===== config.mk =====
export PLATFORM = sky130hd
export DESIGN_NAME = player_mover
export DESIGN_NICKNAME = d
export VERILOG_FILES = /design/src/rtl/player_mover.sv
export SDC_FILE = /design/constraint.sdc
export NUM_CORES = 1
export LEC_CHECK = 0
export CORE_MARGIN = 3
export CORE_UTILIZATION = 45
export DETAILED_ROUTE_END_ITERATION = 8
export PLACE_DENSITY = 0.68
export REMOVE_ABC_BUFFERS = 1
export SETUP_SLACK_MARGIN = 0.5
export SYNTH_ARGS = -nofsm -noshare
export SYNTH_HDL_FRONTEND = slang
export SYNTH_SLANG_ARGS = --single-unit

===== constraint.sdc =====
create_clock -name clk -period 2.37 [get_ports clk]
set_input_delay 0.474 -clock clk [delete_from_list [all_inputs] [get_ports clk]]
set_output_delay 0.474 -clock clk [all_outputs]
set_load 0.02 [all_outputs]

===== src/rtl/player_mover.sv =====
// player_mover: owns the player's position, stepping one pixel per movement
// tick in the highest-priority pressed direction unless a wall or the
// screen edge is in the way.
module player_mover #(
    parameter int TICK_DIV = 500000,
    parameter int START_H  = 320,
    parameter int START_V  = 240,
    parameter int H_MAX    = 620,
    parameter int V_MAX    = 460
) (
    input  logic       clk,
    input  logic       rst,
    input  logic       key_up,
    input  logic       key_down,
    input  logic       key_left,
    input  logic       key_right,
    input  logic [3:0] collision,
    input  logic       respawn,
    output logic [9:0] pos_h_CY,
    output logic [9:0] pos_v_CY,
    output logic [1:0] facing,
    output logic       moving,
    output logic       step_pulse
);

    localparam int              CW       = (TICK_DIV > 2) ? $clog2(TICK_DIV) : 1;
    localparam logic [CW-1:0]   CNT_LAST = CW'(TICK_DIV - 1);
    localparam logic [9:0]      H_LIM    = 10'(H_MAX);
    localparam logic [9:0]      V_LIM    = 10'(V_MAX);
    localparam logic [9:0]      H_START  = 10'(START_H);
    localparam logic [9:0]      V_START  = 10'(START_V);

    // Direction codes double as the facing output encoding.
    typedef enum logic [1:0] {
        DIR_UP    = 2'd0,
        DIR_DOWN  = 2'd1,
        DIR_LEFT  = 2'd2,
        DIR_RIGHT = 2'd3
    } dir_t;

    typedef enum logic [1:0] {
        IDLE    = 2'd0,
        WALK    = 2'd1,
        BLOCKED = 2'd2
    } state_t;

    state_t        state, state_nxt;
    logic [CW-1:0] cnt;
    logic          tick;
    dir_t          dir;
    logic          dir_vld;
    logic          blocked;
    logic [9:0]    pos_h_nxt, pos_v_nxt;
    logic [1:0]    facing_nxt;
    logic          step_nxt;

    assign tick   = (cnt == CNT_LAST);
    assign moving = (state == WALK);

    // Movement tick divider; respawn restarts the tick phase.
    always_ff @(posedge clk or posedge rst) begin
        if (rst)
            cnt <= '0;
        else if (respawn || tick)
            cnt <= '0;
        else
            cnt <= cnt + 1'b1;
    end

    // Fixed-priority direction pick: up > down > left > right.
    always_comb begin
        dir     = DIR_UP;
        dir_vld = 1'b1;
        if (key_up)
            dir = DIR_UP;
        else if (key_down)
            dir = DIR_DOWN;
        else if (key_left)
            dir = DIR_LEFT;
        else if (key_right)
            dir = DIR_RIGHT;
        else
            dir_vld = 1'b0;
    end

    // A direction is blocked by its wall flag or by the screen edge, so
    // positions never wrap below 0 or past the maximum.
    always_comb begin
        blocked = 1'b0;
        case (dir)
            DIR_UP:    blocked = collision[3] || (pos_v_CY == 10'd0);
            DIR_DOWN:  blocked = collision[2] || (pos_v_CY == V_LIM);
            DIR_LEFT:  blocked = collision[0] || (pos_h_CY == 10'd0);
            DIR_RIGHT: blocked = collision[1] || (pos_h_CY == H_LIM);
            default:   blocked = 1'b0;
        endcase
    end

    // Next-state / next-position logic; only a tick can change anything,
    // and respawn overrides the tick.
    always_comb begin
        state_nxt  = state;
        pos_h_nxt  = pos_h_CY;
        pos_v_nxt  = pos_v_CY;
        facing_nxt = facing;
        step_nxt   = 1'b0;
        if (respawn) begin
            state_nxt  = IDLE;
            pos_h_nxt  = H_START;
            pos_v_nxt  = V_START;
            facing_nxt = DIR_DOWN;
        end else if (tick) begin
            if (!dir_vld) begin
                state_nxt = IDLE;
            end else if (blocked) begin
                state_nxt  = BLOCKED;
                facing_nxt = dir;
            end else begin
                state_nxt  = WALK;
                facing_nxt = dir;
                step_nxt   = 1'b1;
                case (dir)
                    DIR_UP:    pos_v_nxt = pos_v_CY - 10'd1;
                    DIR_DOWN:  pos_v_nxt = pos_v_CY + 10'd1;
                    DIR_LEFT:  pos_h_nxt = pos_h_CY - 10'd1;
                    DIR_RIGHT: pos_h_nxt = pos_h_CY + 10'd1;
                    default:   ;
                endcase
            end
        end
    end

    // FSM state register.
    always_ff @(posedge clk or posedge rst) begin
        if (rst)
            state <= IDLE;
        else
            state <= state_nxt;
    end

    // Position, facing and step pulse registers.
    always_ff @(posedge clk or posedge rst) begin
        if (rst) begin
            pos_h_CY   <= H_START;
            pos_v_CY   <= V_START;
            facing     <= DIR_DOWN;
            step_pulse <= 1'b0;
        end else begin
            pos_h_CY   <= pos_h_nxt;
            pos_v_CY   <= pos_v_nxt;
            facing     <= facing_nxt;
            step_pulse <= step_nxt;
        end
    end

endmodule


### Yosys cells after proc, flatten, opt, wreduce, memory -nomap -nowiden

Cells that the tools add are included.

* reduce and logical (&&, ||, !) cells: 15
* eq/ne operators: 8
* order comparisons: 0
* divide/modulo/power cells: 0
* add/sub/neg operators: 5
* bitwise logic cells: 0
* shift-type cells: 0
* muxes and demuxes: 31
* $mul: 0

Operator list (number)
* $mux 10: 8
* $pmux 10 s2: 2
* $mux 2: 11
* $add 10x1->10 const B: 2
* $logic_not 10->1: 2
* $sub 10x1->10 const B: 2
* $add 19x1->19 const B: 1
* $eq 19x19->1 const B: 1
* $mux 19: 1
* $eq 10x10->1 const B: 1
* $eq 10x9->1 const B: 1
* $mux 1: 8
* $reduce_and 4->1: 2
* $reduce_bool 3->1: 2
* $logic_or 1x1->1: 5
* $eq 2x1->1 const B: 2
* $eq 2x2->1 const B: 2
* $pmux 1 s4: 1
* $reduce_bool 2->1: 2
* $logic_not 2->1: 1
* $ne 2x2->1 const B: 1
* $reduce_and 2->1: 1

* register bits: 44
* logic and storage cells: 65
* memories kept: 0
* bits of input ports: 11
* bits in read-only memories: 0
* output and inout bits: 24
* memory bits (writable): 0
* bits in latches: 0

### Longest topological paths before layout

Gate-level depths: netlist (run 1).

* depth after elaboration: 10
* mapped depth: 9
* depth with buffers taken out: 9

### Worst setup path before layout (run 1)

Ideal clock, no wire load.

* kind: input port to flip-flop
* start point: in key_up
* end point: reg pos_h_CY[9]
* setup slack: -405 ps
* required time: 2245 ps
* path buffers: 0
* setup time: 125 ps
* arrival time: 2650 ps
* stages on the path: 9
* cell sequence: nor4b_1 -> inv_1 -> ha_1 -> inv_1 -> o21ai_0 -> a21oi_1 -> or3_1 -> o211ai_1 -> mux2_2

* word-level cells in the longest chain between the ends: 7
* elaborated cells between the ends (all ways): 16
* those cells by class: eq/ne (4); mux (8); reduce/logical (4)

RTL lines
* start, declared: line 13 `input logic key_up,`
* $mux 2: line 74 `if (key_up)`
* $eq 2x2->1: line 90, 122
* $pmux 10 s2: line 122 `case (dir)`
* $mux 10: line 115 `end else if (blocked) begin`
* $mux 10: line 113 `if (!dir_vld) begin`
* $mux 10: line 112 `end else if (tick) begin`
* $mux 10: line 107 `if (respawn) begin`
* end signal, assigned: line 149 `pos_h_CY <= pos_h_nxt;`
* end, declared: line 19 `output logic [9:0] pos_h_CY,`

Several ways; a longest one is shown, not always the timed one. The select of a mux whose other input is x is not followed.
A chain may end at the register's enable or synchronous reset.

### Worst setup path after layout (run 1)

* start point: reg cnt[1]
* end point: reg pos_v_CY[9]

* word-level cells in the longest chain between the ends: 3

RTL lines
* start, declared: line 48 `logic [CW-1:0] cnt;`
* start signal, assigned: line 67 `cnt <= cnt + 1'b1;`
* $eq 19x19->1: line 57 `assign tick = (cnt == CNT_LAST);`
* $reduce_bool 2->1 (no source line)
* $reduce_and 4->1 (no source line)
* end signal, assigned: line 150 `pos_v_CY <= pos_v_nxt;`
* end, declared: line 20 `output logic [9:0] pos_v_CY,`

Every way passes these cells.

==> results.md, run 1 <==
- Io pins: 35
- Tmin final: 2480 ps
- Hold Path Origin: state[0]
- Post-synth EDFFs: 0
- Worst Max-Slew Pin Slew: about 570 ps
- Final Skew: between 5 and 6 ps
- Vias per inst: approximately 5.5
- TritonCTS clock tree: built
- Number of synthesized register bits: 44
- Cell Area, Synth: 2840 sq um
- Top post-synthesis cells by count: 43 x nor2_1, 37 x dfrtp_1, 17 x ha_1, 16 x xnor2_1, 16 x xor2_1
- Layout cells sized above 1: between 30% and 40%
- Fin Hold WS: approximately 500 ps
- Most common cell in the synthesized netlist: nor2_1
- Final setup fails: 8
- Worst EP required: approximately 2600 ps
- Gr ovfl total: 0
- Die outline width: 85.4 microns
- Final worst path period share: 104%
- Failing checks: negative setup slack
- Crit path DAT: 2700 ps
- Diode count: 0
- Share of the synthesized area in the top cell type: around a third
- Post-CTS Hold Buffers: 0
- Area of the die: roughly 7300 sq um
- CTS Sinks: between 40 and 50
- RSZ-0062 raised after global routing: yes
- Startpoint types: flop
- Fillers: 460
- Largest cells by area after synthesis: dfrtp_1 33%, ha_1 7.5%, dfstp_2 6.5%, nor2_1 5.7%, xnor2_1 4.9%
- Core Region: roughly 6000 sq um
- Pin count of the biggest net entering global routing: 45
- CP max FO: 3
- Highest clock rate: roughly 400 MHz
- Rel. slew slack: around 62%
- R2R cell count: 7
- Worst r2r dst: pos_v_CY[9]
- Final hold vios: 0
- Reg-to-Reg Start: cnt[1]
- Deepest clock path buffer count: 2
- Root Buffer: clkbuf_8
- FP Rows: 28
- Worst VDD drop: between 300 and 400 uV
- Area leader, netlist: dfrtp_1
- Initial DRT Pass Iterations: 6
- PnR worst setup slack: -106 ps
- Vias in the first global route: a little under 3000
- Post-synthesis cell type count: 50
- Hold Crit Depth: 1
- Sequential fraction of the synthesis area: 39.1%
- Total of max-cap violations: 0
- Final Max Tran Viols: 0
- Setup Crit Path Kind: reg -> reg
- DRC errors left: 0
- Initial Util: ~47%
- Overall routing resource usage: between 20 and 25%
- Htree depth: 2
- Drt wl/cell: 15.7 microns
- Flop2flop setup slack: -110 ps
- Worst min path class: reg -> reg
- Pleak: around 2.0 nW
- Asr flop ratio synth: 100%
- Worst min-delay path endpoint: state[0]
- Main synth FF type: dfrtp_1
- Global-route wire length before repair: 13400 microns
- PortBufs: 34
- Cell count after synthesis: 303
- Clk_lat worst skew: about 300 ps
- YS warnings: 0
- Worst-path clk slew: roughly 90 ps
- Nets: 461
- Initial drt markers: 132
- Hpwl dp: between 5000 and 6000 microns
- TNS Setup: -287 ps
- Status: finished, violations left
- TritonCTS buffer count: 5
- DR vias: roughly 2800
- Power density over cell area: between 300 and 400 nW/um^2
- Die Height: 85.4 microns
- Syn Area/Cell: between 9 and 10 sq um
- Routed WL: roughly 8000 microns
- Nature of the critical path endpoint: flop
- Initial antenna violation count: 0
- Area growth, synth to finish: 50.9%
- DRT antenna net count: 0
- Gp weighted congestion: between 0.9 and 1
==> layout make-up <==
type / instances / area [sq um] / area share [%]
Multi-Input combinational cell: 238 / 1840 / 43.0
Sequential cell: 44 / 1110 / 25.9
Timing Repair Buffer: 128 / 1060 / 24.9
Tap cell: 75 / 93.8 / 2.19
Clock buffer: 5 / 68.8 / 1.61
Inverter: 14 / 55.1 / 1.29
Clock inverter: 3 / 46.3 / 1.08
==> timing repair <==
action,4_1_cts,5_1_grt
pin swaps,24,10
hold endpoints to repair,0,0
buffers inserted,9,5
gates resized for setup,81,9
setup endpoints to repair,57,45
==> critical path, stage by stage, from the launching register on <==
cell,delay [ps]
dfrtp_1,360
ha_2,180
and4_4,200
nand4_1,130
or4_4,560
or3_1,380
or4b_4,500
o211ai_2,80
==> cells by family after synthesis <==
logic type,count (synthesis),synth area share [%]
compound gates,59,14.7
xor+xnor,32,9.87
fa+ha+maj,19,8.90
buf+inv,21,2.86
flops,44,39.1
mux,6,2.16
simple gates,122,22.4
==> power by group <==
part	switching, mW	internal [mW]	total [mW]
logic	0.116	0.118	0.234
registers	0.00236	0.755	0.757
clock network	0.277	0.318	0.595
==> layer usage <==
metal / share of wire, % / track usage, % / vias up / wire (microns)
met2: 53 / 40.7 / 42 / 4210
met4: 1.3 / 7.05 / 0 / 102
met1: 43 / 28.8 / 1369 / 3450
met5: 0 / 0 / - / 0
met3: 2.3 / 2.52 / 10 / 183
li1: - / - / 1353 / -
==> state kept, by name, indices dropped and copies added (netlist names) <==
name,count
cnt,19
state,2
facing,2
step_pulse,1
pos_h_CY,10
pos_v_CY,10
==> layout by cell type, fill, tap and decap left out, types with 4 or more instances in the layout <==
cell type / instances
dlygate4sd2_1: 16
and2_1: 4
a21o_1: 4
ha_1: 12
buf_6: 11
a21oi_2: 4
nand3_1: 14
nor4_1: 4
or4_4: 4
xor2_1: 16
or3_1: 4
clkbuf_8: 5
inv_1: 12
buf_4: 84
nor2_1: 43
clkdlybuf4s50_1: 12
o21a_1: 4
o21ai_0: 7
nand2_1: 12
nor3_1: 5
nand4_1: 6
dfrtp_1: 36
nor2b_1: 5
o22a_1: 4
o211ai_1: 6
mux2i_1: 5
dfstp_2: 7
xnor2_1: 14
a21oi_1: 7
o22ai_1: 4
==> worst max path at each step <==
stage / startpoint / end / slack [ps] / cells past startpoint
finish: cnt[1] / pos_v_CY[9] / -110 / 7
global route: cnt[1] / pos_v_CY[9] / -180 / 7
CTS: cnt[0] / pos_v_CY[9] / -70 / 7
detailed placement: key_up / pos_h_CY[9] / -880 / 11
global placement: key_up / pos_h_CY[9] / -910 / 11
floorplan: key_up / pos_h_CY[9] / -400 / 9
==> per-stage QoR <==
step | worst slack [ps] | power [mW] | std cells | cell area, sq um | util, %
2_1_floorplan | -405 | 0.867 | 296 | 2810 | -
3_3_place_gp | -910 | 0.973 | 485 | 3840 | 63.8
3_5_place_dp | -883 | 0.977 | 485 | 3840 | 63.8
4_1_cts | -71.9 | 1.60 | 502 | 4200 | 69.7
5_1_grt | -176 | 1.66 | 507 | 4280 | 71.1
6_report | -106 | 1.59 | 507 | 4280 | 71.1
Power figures use the tool's default switching activity.
==> inputs of run 2 (changes only) <==
--- a/config.mk
+++ b/config.mk
@@ -5,6 +5,7 @@
 export SDC_FILE = /design/constraint.sdc
 export NUM_CORES = 1
 export LEC_CHECK = 0
+export CAP_MARGIN = 20
 export CORE_MARGIN = 3
 export CORE_UTILIZATION = 45
 export DETAILED_ROUTE_END_ITERATION = 8
==> results of run 2 <==
Final layout, timing and power as in run 1 (identical DEF).
